<file path="config.mk">
export PLATFORM = sky130hd
export DESIGN_NAME = cosine_controller
export DESIGN_NICKNAME = d
export VERILOG_FILES = /design/src/rtl/cosine_pkg.sv /design/src/rtl/cosine_controller_cycle_counter.sv /design/src/rtl/cosine_controller.sv
export SDC_FILE = /design/constraint.sdc
export NUM_CORES = 1
export LEC_CHECK = 0
export ABC_AREA = 0
export CORE_MARGIN = 3
export CORE_UTILIZATION = 40
export DETAILED_ROUTE_END_ITERATION = 6
export PLACE_DENSITY = 0.73
export SYNTH_ARGS = -nofsm -noshare
export SYNTH_HDL_FRONTEND = slang
export SYNTH_SLANG_ARGS = --single-unit
</file>
<file path="constraint.sdc">
create_clock -name clk -period 3 [get_ports clk]
set_input_delay 0.45 -clock clk [delete_from_list [all_inputs] [get_ports clk]]
set_output_delay 0.45 -clock clk [all_outputs]
set_load 0.005 [all_outputs]
</file>
<file path="src/rtl/cosine_pkg.sv">
// Shared types and widths for the cosine controller and its datapath.
package cosine_pkg;

    localparam int unsigned DataWidth    = 16;
    localparam int unsigned TermIdxWidth = 4;
    localparam int unsigned HoldWidth    = 8;

    // Control code seen by the datapath; codes 5-7 are never produced.
    typedef enum logic [2:0] {
        StStandby    = 3'd0,
        StAlert      = 3'd1,
        StStartCalc  = 3'd2,
        StAccumulate = 3'd3,
        StCalcDist   = 3'd4
    } stateE;

endpackage

</file>
<file path="src/rtl/cosine_controller_cycle_counter.sv">
// Up-counter with clear-on-load and a terminal-count flag at count == limit.
module cycle_counter #(
    parameter int unsigned Width = 4
) (
    input  logic             clk,
    input  logic             rst,
    input  logic             load,
    input  logic             enable,
    input  logic [Width-1:0] limit,
    output logic [Width-1:0] count,
    output logic             tc
);

    // Load returns the count to zero; it wins over enable.
    always_ff @(posedge clk) begin
        if (rst || load) begin
            count <= '0;
        end else if (enable) begin
            count <= count + Width'(1);
        end
    end

    // Flag only while counting, so an idle counter never signals completion.
    always_comb begin
        tc = enable && (count == limit);
    end

endmodule

</file>
<file path="src/rtl/cosine_controller.sv">
// Sequencer for one cosine-distance calculation: start, term accumulation,
// wait for the datapath, optional alert hold.
// Optional feature: define COSINE_WATCHDOG_EN to bound the datapath wait and
// add the timeout_err output.
module cosine_controller
    import cosine_pkg::*;
#(
    parameter int unsigned NUM_TERMS  = 6,
    parameter int unsigned ALERT_HOLD = 4,
    parameter int unsigned TIMEOUT    = 64
) (
    input  logic                    clk,
    input  logic                    rst,
    input  logic                    start,
    input  logic                    dp_done,
    input  logic [DataWidth-1:0]    distance,
    input  logic [DataWidth-1:0]    alarm_limit,
    output logic [2:0]              state,
    output logic [TermIdxWidth-1:0] term_index,
    output logic                    busy,
    output logic                    alert,
    output logic [DataWidth-1:0]    result,
    output logic                    result_valid
`ifdef COSINE_WATCHDOG_EN
    ,
    output logic                    timeout_err
`endif
);

    stateE                 stateQ;
    logic                  inAccumulate;
    logic                  inAlert;
    logic                  inCalc;
    logic                  termTc;
    logic                  holdEn;
    logic                  holdLoad;
    logic                  holdTc;
    logic [HoldWidth-1:0]  holdLimit;
    logic [HoldWidth-1:0]  holdCount;

    assign state        = stateQ;
    assign inAccumulate = (stateQ == StAccumulate);
    assign inAlert      = (stateQ == StAlert);
    assign inCalc       = (stateQ == StCalcDist);

    // Term counter is held at zero outside accumulation and clears itself on
    // the last term, so term_index reads 0 in every other state.
    cycle_counter #(
        .Width (TermIdxWidth)
    ) u_termCounter (
        .clk    (clk),
        .rst    (rst),
        .load   (!inAccumulate || termTc),
        .enable (inAccumulate),
        .limit  (TermIdxWidth'(NUM_TERMS - 1)),
        .count  (term_index),
        .tc     (termTc)
    );

    // One counter serves both the alert hold and the datapath watchdog;
    // the limit follows whichever state is active.
    always_comb begin
`ifdef COSINE_WATCHDOG_EN
        holdEn = inAlert || inCalc;
`else
        holdEn = inAlert;
`endif
        holdLimit = inAlert ? HoldWidth'(ALERT_HOLD - 1) : HoldWidth'(TIMEOUT - 1);
        // Clear on leaving CALCULATE_DISTANCE so ALERT starts its hold at 0.
        holdLoad  = !holdEn || holdTc || (inCalc && dp_done) || (holdCount == '1 && !holdTc);
    end

    cycle_counter #(
        .Width (HoldWidth)
    ) u_holdCounter (
        .clk    (clk),
        .rst    (rst),
        .load   (holdLoad),
        .enable (holdEn),
        .limit  (holdLimit),
        .count  (holdCount),
        .tc     (holdTc)
    );

    // State register with registered status outputs and result capture.
    always_ff @(posedge clk) begin
        if (rst) begin
            stateQ       <= StStandby;
            busy         <= 1'b0;
            alert        <= 1'b0;
            result       <= '0;
            result_valid <= 1'b0;
`ifdef COSINE_WATCHDOG_EN
            timeout_err  <= 1'b0;
`endif
        end else begin
            result_valid <= 1'b0;
`ifdef COSINE_WATCHDOG_EN
            timeout_err  <= 1'b0;
`endif
            case (stateQ)
                StStandby: begin
                    if (start) begin
                        stateQ <= StStartCalc;
                        busy   <= 1'b1;
                    end
                end
                StStartCalc: begin
                    stateQ <= StAccumulate;
                end
                StAccumulate: begin
                    if (termTc) begin
                        stateQ <= StCalcDist;
                    end
                end
                StCalcDist: begin
                    // Completion wins over a watchdog expiry on the same cycle.
                    if (dp_done) begin
                        result       <= distance;
                        result_valid <= 1'b1;
                        if (distance > alarm_limit) begin
                            stateQ <= StAlert;
                            alert  <= 1'b1;
                        end else begin
                            stateQ <= StStandby;
                            busy   <= 1'b0;
                        end
                    end
`ifdef COSINE_WATCHDOG_EN
                    else if (holdTc) begin
                        stateQ      <= StStandby;
                        busy        <= 1'b0;
                        timeout_err <= 1'b1;
                    end
`endif
                end
                StAlert: begin
                    if (holdTc) begin
                        stateQ <= StStandby;
                        busy   <= 1'b0;
                        alert  <= 1'b0;
                    end
                end
                default: begin
                    stateQ <= StStandby;
                    busy   <= 1'b0;
                    alert  <= 1'b0;
                end
            endcase
        end
    end

endmodule

</file>
### Yosys cells after proc, flatten, opt, wreduce, memory -nomap -nowiden

Cells that the tools add are included.

* output and inout bits: 26
* bits in registers: 34
* word-level logic and storage cells: 63
* bits of input ports: 36

* equality and inequality tests: 13
* reductions and logical operators: 21
* $lt $le $gt $ge: 1
* add/subtract/negate cells: 2
* bitwise gates (word level): 3
* muxes and demuxes: 16

Operator list (count)
* greater-than comparator 16 bit: 1
* case mux 3 bit (5 select lines): 1
* two-way mux 3 bit: 4
* adder 8 x 1 -> 8 bit (second input constant): 1
* equality test 8 x 6 -> 1 bit: 1
* equality test 8 bit (second input constant): 1
* two-way mux 1 bit: 8
* AND reduction 4 bit: 2
* equality test 3 x 2 -> 1 bit (second input constant): 2
* logical OR 1 bit: 6
* two-way mux 6 bit: 1
* inequality test 2 x 1 -> 1 bit (second input constant): 3
* inequality test 2 bit (second input constant): 3
* AND reduction 5 bit: 1
* adder 4 x 1 -> 4 bit (second input constant): 1
* equality test 4 x 3 -> 1 bit (second input constant): 1
* logical AND 1 bit: 4
* case mux 1 bit (4 select lines): 1
* OR reduction 2 bit: 2
* equality test 3 x 1 -> 1 bit (second input constant): 1
* equality test 3 bit (second input constant): 1
* logical NOT 1 bit: 3
* logical NOT 3 bit: 1
* NOT 1 bit: 3
* other kinds (3): 3

### Longest topological paths before layout

Gate-level depths: netlist of run 1.

* word-level depth: 8
* depth in mapped cells: 8
* gate-level depth less buffers: 8

### Modules after synthesis

A second synthesis of run 1 with hierarchy kept.

* cell total of the unflattened synthesis: 244
* area total of the unflattened synthesis: 2024.4 µm²

Modules (own cells, without submodules)
* cosine_controller: instances 1, cells each 172, area each 1360.1 µm²
* cycle_counter at u_holdCounter: instances 1, cells each 51, area each 437.9 µm²
* cycle_counter at u_termCounter: instances 1, cells each 21, area each 226.5 µm²

### Least setup slack after synthesis of run 1

No wires, ideal clock.

* path type: register to register
* from: register u_holdCounter.count[0]
* to: register busy
* arrival: 1.748 ns
* stages on the path, launching flop included: 7
* required time: 2.866 ns
* path buffers: 0
* setup slack: 1.117 ns
* setup time: 0.134 ns
* cell sequence: dfxtp_1 -> ha_1 -> or4b_4 -> o41ai_4 -> and2_4 -> mux2i_1 -> a31oi_1

* word-level cells in the longest chain between the ends: 4

Ends and longest elaborated chain
* start, declared: RTL line cosine_controller_cycle_counter.sv:10 `output logic [Width-1:0] count,`
* start signal, assigned: RTL line cosine_controller_cycle_counter.sv:19 `count <= count + Width'(1);`
* equality test 8 x 6 -> 1 bit: RTL line cosine_controller_cycle_counter.sv:25 `tc = enable && (count == limit);`
* logical AND 1 bit: RTL line cosine_controller_cycle_counter.sv:25
* inequality test 2 x 1 -> 1 bit (no source line)
* AND reduction 5 bit (no source line)
* end signal, assigned: RTL line cosine_controller.sv:89 `busy <= 1'b0;`
* end signal, assigned: RTL line cosine_controller.sv:105 `busy <= 1'b1;`
* end signal, assigned: RTL line cosine_controller.sv:126 `busy <= 1'b0;`
* end, declared: RTL line cosine_controller.sv:20 `output logic busy,`

Every way passes these cells.
A chain may end at the register's enable or synchronous reset.

### Final worst setup path of run 1

* from: input port alarm_limit[14]
* to: register alert

* word-level cells in the longest chain between the ends: 3

Ends and longest elaborated chain
* start, declared: RTL line cosine_controller.sv:17 `input logic [DataWidth-1:0] alarm_limit,`
* greater-than comparator 16 bit: RTL line cosine_controller.sv:121 `if (distance > alarm_limit) begin`
* inequality test 2 x 1 -> 1 bit (no source line)
* AND reduction 4 bit (no source line)
* end signal, assigned: RTL line cosine_controller.sv:123 `alert <= 1'b1;`
* end signal, assigned: RTL line cosine_controller.sv:141 `alert <= 1'b0;`
* end signal, assigned: RTL line cosine_controller.sv:147 `alert <= 1'b0;`
* end, declared: RTL line cosine_controller.sv:21 `output logic alert,`

Every way passes these cells.

==> results of run 1 <==
-- synthesized netlist by cell type (all sizes together) --
master / n
a2111oi: 1
a211o: 1
a211oi: 1
a21boi: 1
a21o: 1
a21oi: 25
a221o: 1
a221oi: 1
a311oi: 1
a31oi: 1
and2: 1
and3: 3
and3b: 1
buf: 1
clkbuf: 5
dfxtp: 34
ha: 19
inv: 20
mux2i: 2
nand2: 48
nand2b: 1
nand3: 7
nand4: 6
nor2: 17
nor2b: 3
nor3: 2
nor4: 1
o21ai: 4
o22ai: 1
o41ai: 1
or3: 2
or4b: 1
xnor2: 1
xor2: 6
-- area by class of cell --
| class | count | area (um^2) |
|---|---|---|
| Inverter | 20 | 75.1 |
| Tap cell | 50 | 62.6 |
| Clock inverter | 1 | 5.00 |
| Clock buffer | 7 | 86.3 |
| Multi-Input combinational cell | 161 | 1010 |
| Fill cell | 375 | 1600 |
| Timing Repair Buffer | 63 | 626 |
| Sequential cell | 34 | 681 |
-- path summary, 6_finish.rpt --
kind | cells past startpoint | to
setup / recovery | 8 | alert
setup reg to reg | 6 | busy
hold reg to reg | 1 | u_holdCounter.count[0]
hold / removal | 1 | u_holdCounter.count[0]
-- per-layer routing --
metal	share of wire, %	track usage (%)
met4	1.6	5.53
met2	46	26.6
met3	6.5	4.68
met5	0	0
met1	46	23.6
-- kinds of logic after synthesis --
group | after synthesis | share of synthesized area, %
buffers and inverters | 26 | 5.53
xor gates and xnor gates | 7 | 3.43
DFF | 34 | 38.1
muxes | 2 | 1.12
adders and majority gates | 19 | 13.3
AOI/OAI and AO/OA | 40 | 14.8
and+or+nand+nor | 93 | 23.7
-- registers in the layout, summed over array words and instances, names as in the netlist --
name,count
busy,1
u_holdCounter.count,8
result_valid,1
state,3
u_termCounter.count,4
alert,1
result,16
-- where the power goes --
part           total (W)  switching [W]  leakage, nW  internal (W)
Sequential      0.000476      0.0000141        0.275      0.000462
Clock           0.000346       0.000161       0.0482      0.000185
Combinational   0.000186      0.0000828        0.684      0.000104
-- layout by cell type (no fill, tap or decap), types with 2 or more instances in the layout --
cell / n
inv_1: 20
or3_1: 2
nor2b_1: 3
buf_4: 2
o21ai_0: 3
nor2_1: 16
nand2_1: 48
nand4_1: 6
xor2_1: 6
dfxtp_1: 34
clkbuf_8: 6
nor3_1: 2
nand3_1: 7
ha_1: 19
mux2i_1: 2
a21oi_1: 24
and3_1: 3
clkdlybuf4s50_1: 61
-- metrics by stage --
step                      area (um^2)  instances  power (W)  hold slack (ns)
after floorplan                  1790        221   0.000579            0.413
after global placement           2450        328   0.000670            0.430
after detailed placement         2450        328   0.000671            0.437
after CTS                        2540        336    0.00102            0.447
after global routing             2540        336    0.00106            0.477
final                            2540        336    0.00101            0.444
-- worst max-delay path: stages --
cell and delay, ns:
clkdlybuf4s50_1 0.45, inv_1 0.04, ha_1 0.30, nand4_1 0.17, nor4_1 0.41, a211o_1 0.23
nand4_1 0.10, a221oi_1 0.25
==> results_dict.tcl, run 1 <==
set metrics [dict create \
    drt-initial-drc-count 108 \
    synth_area_leaders "dfxtp_1, ha_1, nand2_1" \
    crit_path_end_kind "flip-flop" \
    overflow 0 \
    status "finished clean" \
    synth.distinct_cells 37 \
    cts-resized-gates 0 \
    setup_tns_ns 0 \
    grt_pass1_vias 1556 \
    maxSlewHeadroom_pct 54.0 \
    power_density_nw_per_um2 396 \
    cts_buffers 5 \
    syn_area_um2 1790 \
    slew_violations 0 \
    finalHoldViolations 0 \
    ant_nets 0 \
    grtUsageTotal_pct 17.3 \
    syn_nets 276 \
    path_class "primary input to flip-flop" \
    post-route-util_pct 61.4 \
    first_pass_iters 4 \
    nets 340 \
    fp.dieArea_um2 5310 \
    rsz0062_at_grt "false" \
    yosys.area.top_type "dfxtp_1" \
    avgSynthCellArea_um2 8.09 \
    regToRegSetupSlack_ns 0.89 \
    setup_violations 0 \
    start_kind "primary input" \
    drive_gt1_share_pct 5.94 \
    vias 1670 \
    cts_htree_levels 2 \
    max-vdd-ir-drop_mv 0.227 \
    core_um2 4140 \
    clock-sinks 34 \
    synthDominantCellAreaShare_pct 38.1 \
    setup_slack_ns 0.790 \
    die_h_um 72.9 \
    min_path_type "flip-flop to flip-flop" \
    io_pins 62 \
    synthCells 221 \
    r2r_start "u_holdCounter.count[0]" \
    finClkSkew_ns 0.00253 \
    cap_violations 0 \
    diodes 0 \
    grt_pass1_wl_um 7230 \
    insertion_delay_ns 0.28 \
    p_leak_nw 1.01 \
    hpwl_um 3240 \
    worstPathArrival_ns 2.40 \
    routed_via_density 4.97 \
    clk_pin_slew_ns 0.07 \
    fin_crit_sh_pct 73.7 \
    holdCritStartpoint "u_holdCounter.count[0]" \
    postCtsSetupBuffers 0 \
    wl_per_cell_um 12.7 \
    holdBufCountCts 0 \
    fp-row-count 23 \
    post-route-min-period_ns 2.21 \
    finalWirelength_um 4260 \
    areaGrowthSynthToFinish_pct 42.3 \
    worst_pin_slew_ns 0.688 \
    post-route-drc-count 0 \
    die_x_um 72.9 \
    place_ws_ns 0.474 \
    antenna_found_initial 0 \
    start_util_pct 43.1 \
    ys_seq_elements 34 \
    cp_data_required_time_ns 3.19 \
    clk_path_buf_depth 2 \
    cts_tree "yes" \
    io_buffer_count 61 \
    yosys_warnings 0 \
    clockRootBuffer "clkbuf_8" \
    max_freq_ghz 0.453 \
    seq_area_frac_synth_pct 38.1 \
    critPathLaunch "alarm_limit[14]" \
    crit_fanout 3 \
    place_congestion 0.784 \
    grt_max_degree 18 \
]
No activity file was read; power rests on OpenSTA's default activity.
==> run 2, diff against run 1 <==
--- a/config.mk
+++ b/config.mk
@@ -9,7 +9,7 @@
 export CORE_MARGIN = 3
 export CORE_UTILIZATION = 40
 export DETAILED_ROUTE_END_ITERATION = 6
-export PLACE_DENSITY = 0.73
+export PLACE_DENSITY = 0.76
 export SYNTH_ARGS = -nofsm -noshare
 export SYNTH_HDL_FRONTEND = slang
 export SYNTH_SLANG_ARGS = --single-unit
==> constraint.sdc (replaced) <==
create_clock -name clk -period 1.9 [get_ports clk]
set_input_delay 0.285 -clock clk [delete_from_list [all_inputs] [get_ports clk]]
set_output_delay 0.285 -clock clk [all_outputs]
set_load 0.005 [all_outputs]
==> run 2 against run 1 <==
Via count up 8.2%. Critical endpoint unchanged. Critical path type unchanged. Flip-flop and latch count unchanged. Design area up 14%. Sequential share of layout area down 3.0 points. Routed wire length up 20%. Largest power group unchanged. Largest cell class unchanged. Highest routed layer unchanged. Worst setup slack worse by 0.77 ns. Utilization up 8.3 points. Non-clock buffer count up 14. Hold slack worse by 0.13 ns. First-iteration DRC count down 11%. Global-route usage up 1.9 points.
==> results_dict.tcl, run 2 (same netlist as run 1, synthesis figures left out) <==
set metrics [dict create \
    post-route-util_pct 69.7 \
    worst-path-buf-inv 2 \
    antenna_found_initial 0 \
    p_sw_share_pct 25.2 \
    clockRootBuffer "clkbuf_8" \
    grtUsageTotal_pct 19.2 \
    clk_pin_slew_ns 0.07 \
    core_um2 4140 \
    seqPwrFrac_pct 41.8 \
    p_leak_nw 1.23 \
    path_delay_family "compound AO/OA/AOI/OAI gates" \
    drt-initial-drc-count 96 \
    insertion_delay_ns 0.29 \
    min_path_type "primary input to flip-flop" \
    final_area_um2 2890 \
    post-route-drc-count 0 \
    crit_fanout 3 \
    final_common_cell "nand2_1" \
    holdBufCountCts 0 \
    fin_crit_sh_pct 99.0 \
    grt_pass1_wl_um 7970 \
    cp_data_required_time_ns 2.07 \
    finClkSkew_ns 0.00371 \
    p_comb_share_pct 22.1 \
    io_pins 62 \
    start_util_pct 43.1 \
    areaGrowthSynthToFinish_pct 61.6 \
    cts_htree_levels 2 \
    drive_gt1_share_pct 19.7 \
    post-route-min-period_ns 1.88 \
    top_register "result" \
    io_buffer_count 61 \
    die_h_um 72.9 \
    max-vdd-ir-drop_mv 0.353 \
    first_pass_iters 4 \
    clock-sinks 34 \
    crit_path_end_kind "flip-flop" \
    fp.dieArea_um2 5310 \
    diodes 0 \
    fillerInstances 318 \
    power_density_nw_per_um2 619 \
    internal_power_w 0.00134 \
    final_cell_count_no_fill 350 \
    cts_buffers 5 \
    overflow 0 \
    place_area_um2 2540 \
    cap_violations 0 \
    cts_tree "yes" \
    critical_path.cell_chain "clkdlybuf4s50_1 -> inv_2 -> ha_4 -> a21oi_2 -> o21ai_1 -> a221o_1 -> a211o_1 -> nand4_1 -> a221oi_2" \
    setup_tns_ns 0 \
    setup_violations 0 \
    slew_violations 0 \
    place_congestion 0.824 \
    place_inst 340 \
    fp-row-count 23 \
    worst_path_max_delay_cell "clkdlybuf4s50_1" \
    die_x_um 72.9 \
    path_class "primary input to flip-flop" \
    status "finished clean" \
    power_w 0.00179 \
    nets 354 \
    maxSlewHeadroom_pct 70.1 \
    clk_path_buf_depth 2 \
    wl_per_cell_um 14.6 \
    grt_max_degree 23 \
    vias 1807 \
    max_freq_ghz 0.532 \
    largest_reg_flops 16 \
    start_kind "primary input" \
    routed_via_density 5.16 \
    power_frac_clock_pct 36.2 \
    final_cell_mix "nand2_1, clkdlybuf4s50_1, dfxtp_1, a21oi_1" \
    hpwl_um 3380 \
    switchingPower_w 0.000451 \
    r2r_start "u_holdCounter.count[0]" \
    reg.largest.list "result x16, u_holdCounter.count x8, u_termCounter.count x4" \
    rsz0062_at_grt "true" \
    cpPeakStageDelay_ns 0.47 \
    holdCritStartpoint "distance[13]" \
    worst_pin_slew_ns 0.448 \
    critPathLaunch "alarm_limit[5]" \
    finalWirelength_um 5100 \
    finalHoldViolations 0 \
    worstPathArrival_ns 2.05 \
    grt_pass1_vias 1781 \
    ant_nets 0 \
]
## run 2: cell type report
cell class,count,area (um^2),area share [%]
clock inverters,1,30.0,1.04
repair buffers,77,769,26.6
clock buffers,7,76.3,2.64
inverters,20,75.1,2.60
flip-flops and latches,34,686,23.7
well taps,50,62.6,2.17
multi-input cells,161,1190,41.2
## run 2: power by group through the flow
stage | clock network, W | registers (W) | logic, W
after global placement | 0 | 0.000762 | 0.000330
after global routing | 0.000671 | 0.000750 | 0.000436
after detailed placement | 0 | 0.000761 | 0.000335
after CTS | 0.000660 | 0.000745 | 0.000363
after floorplan | 0 | 0.000764 | 0.000150
final | 0.000647 | 0.000747 | 0.000395
## run 2: path summary, 6_finish.rpt
path                            slack (ns)                endpoint  cells after the start
worst min-delay path                  0.32              result[13]                      3
worst max-delay path                  0.02                   alert                      9
worst max register to register        0.07                    busy                      6
worst min register to register        0.44  u_holdCounter.count[0]                      1
## run 2: layer usage
layer	global-route usage, %	up-vias	part of all wire (%)
met1	22.0	838	41
met2	35.2	55	52
li1	-	903	-
met4	8.61	0	2.6
met5	0	-	0
met3	2.48	11	4.3
## run 2: through the flow
step                worst slack (ns)  hold slack, ns
finish                        0.0195           0.316
global route                 -0.0709           0.349
CTS                        0.0000686           0.443
detailed placement            -0.423           0.433
global placement              -0.337           0.425
floorplan                     0.0174           0.364
## run 2: worst register-to-register path, stage by stage (launching register included)
cell	delay [ns]
dfxtp_4	0.37
ha_4	0.13
or4b_4	0.46
o41ai_4	0.25
and2_4	0.24
mux2i_1	0.18
a31oi_1	0.09
## run 2: timing repair
item                                    in CTS  in global routing
gates resized for setup                     18                 38
setup buffers                                0                  2
endpoints found under the setup margin       3                 13
pin swaps                                   10                 12
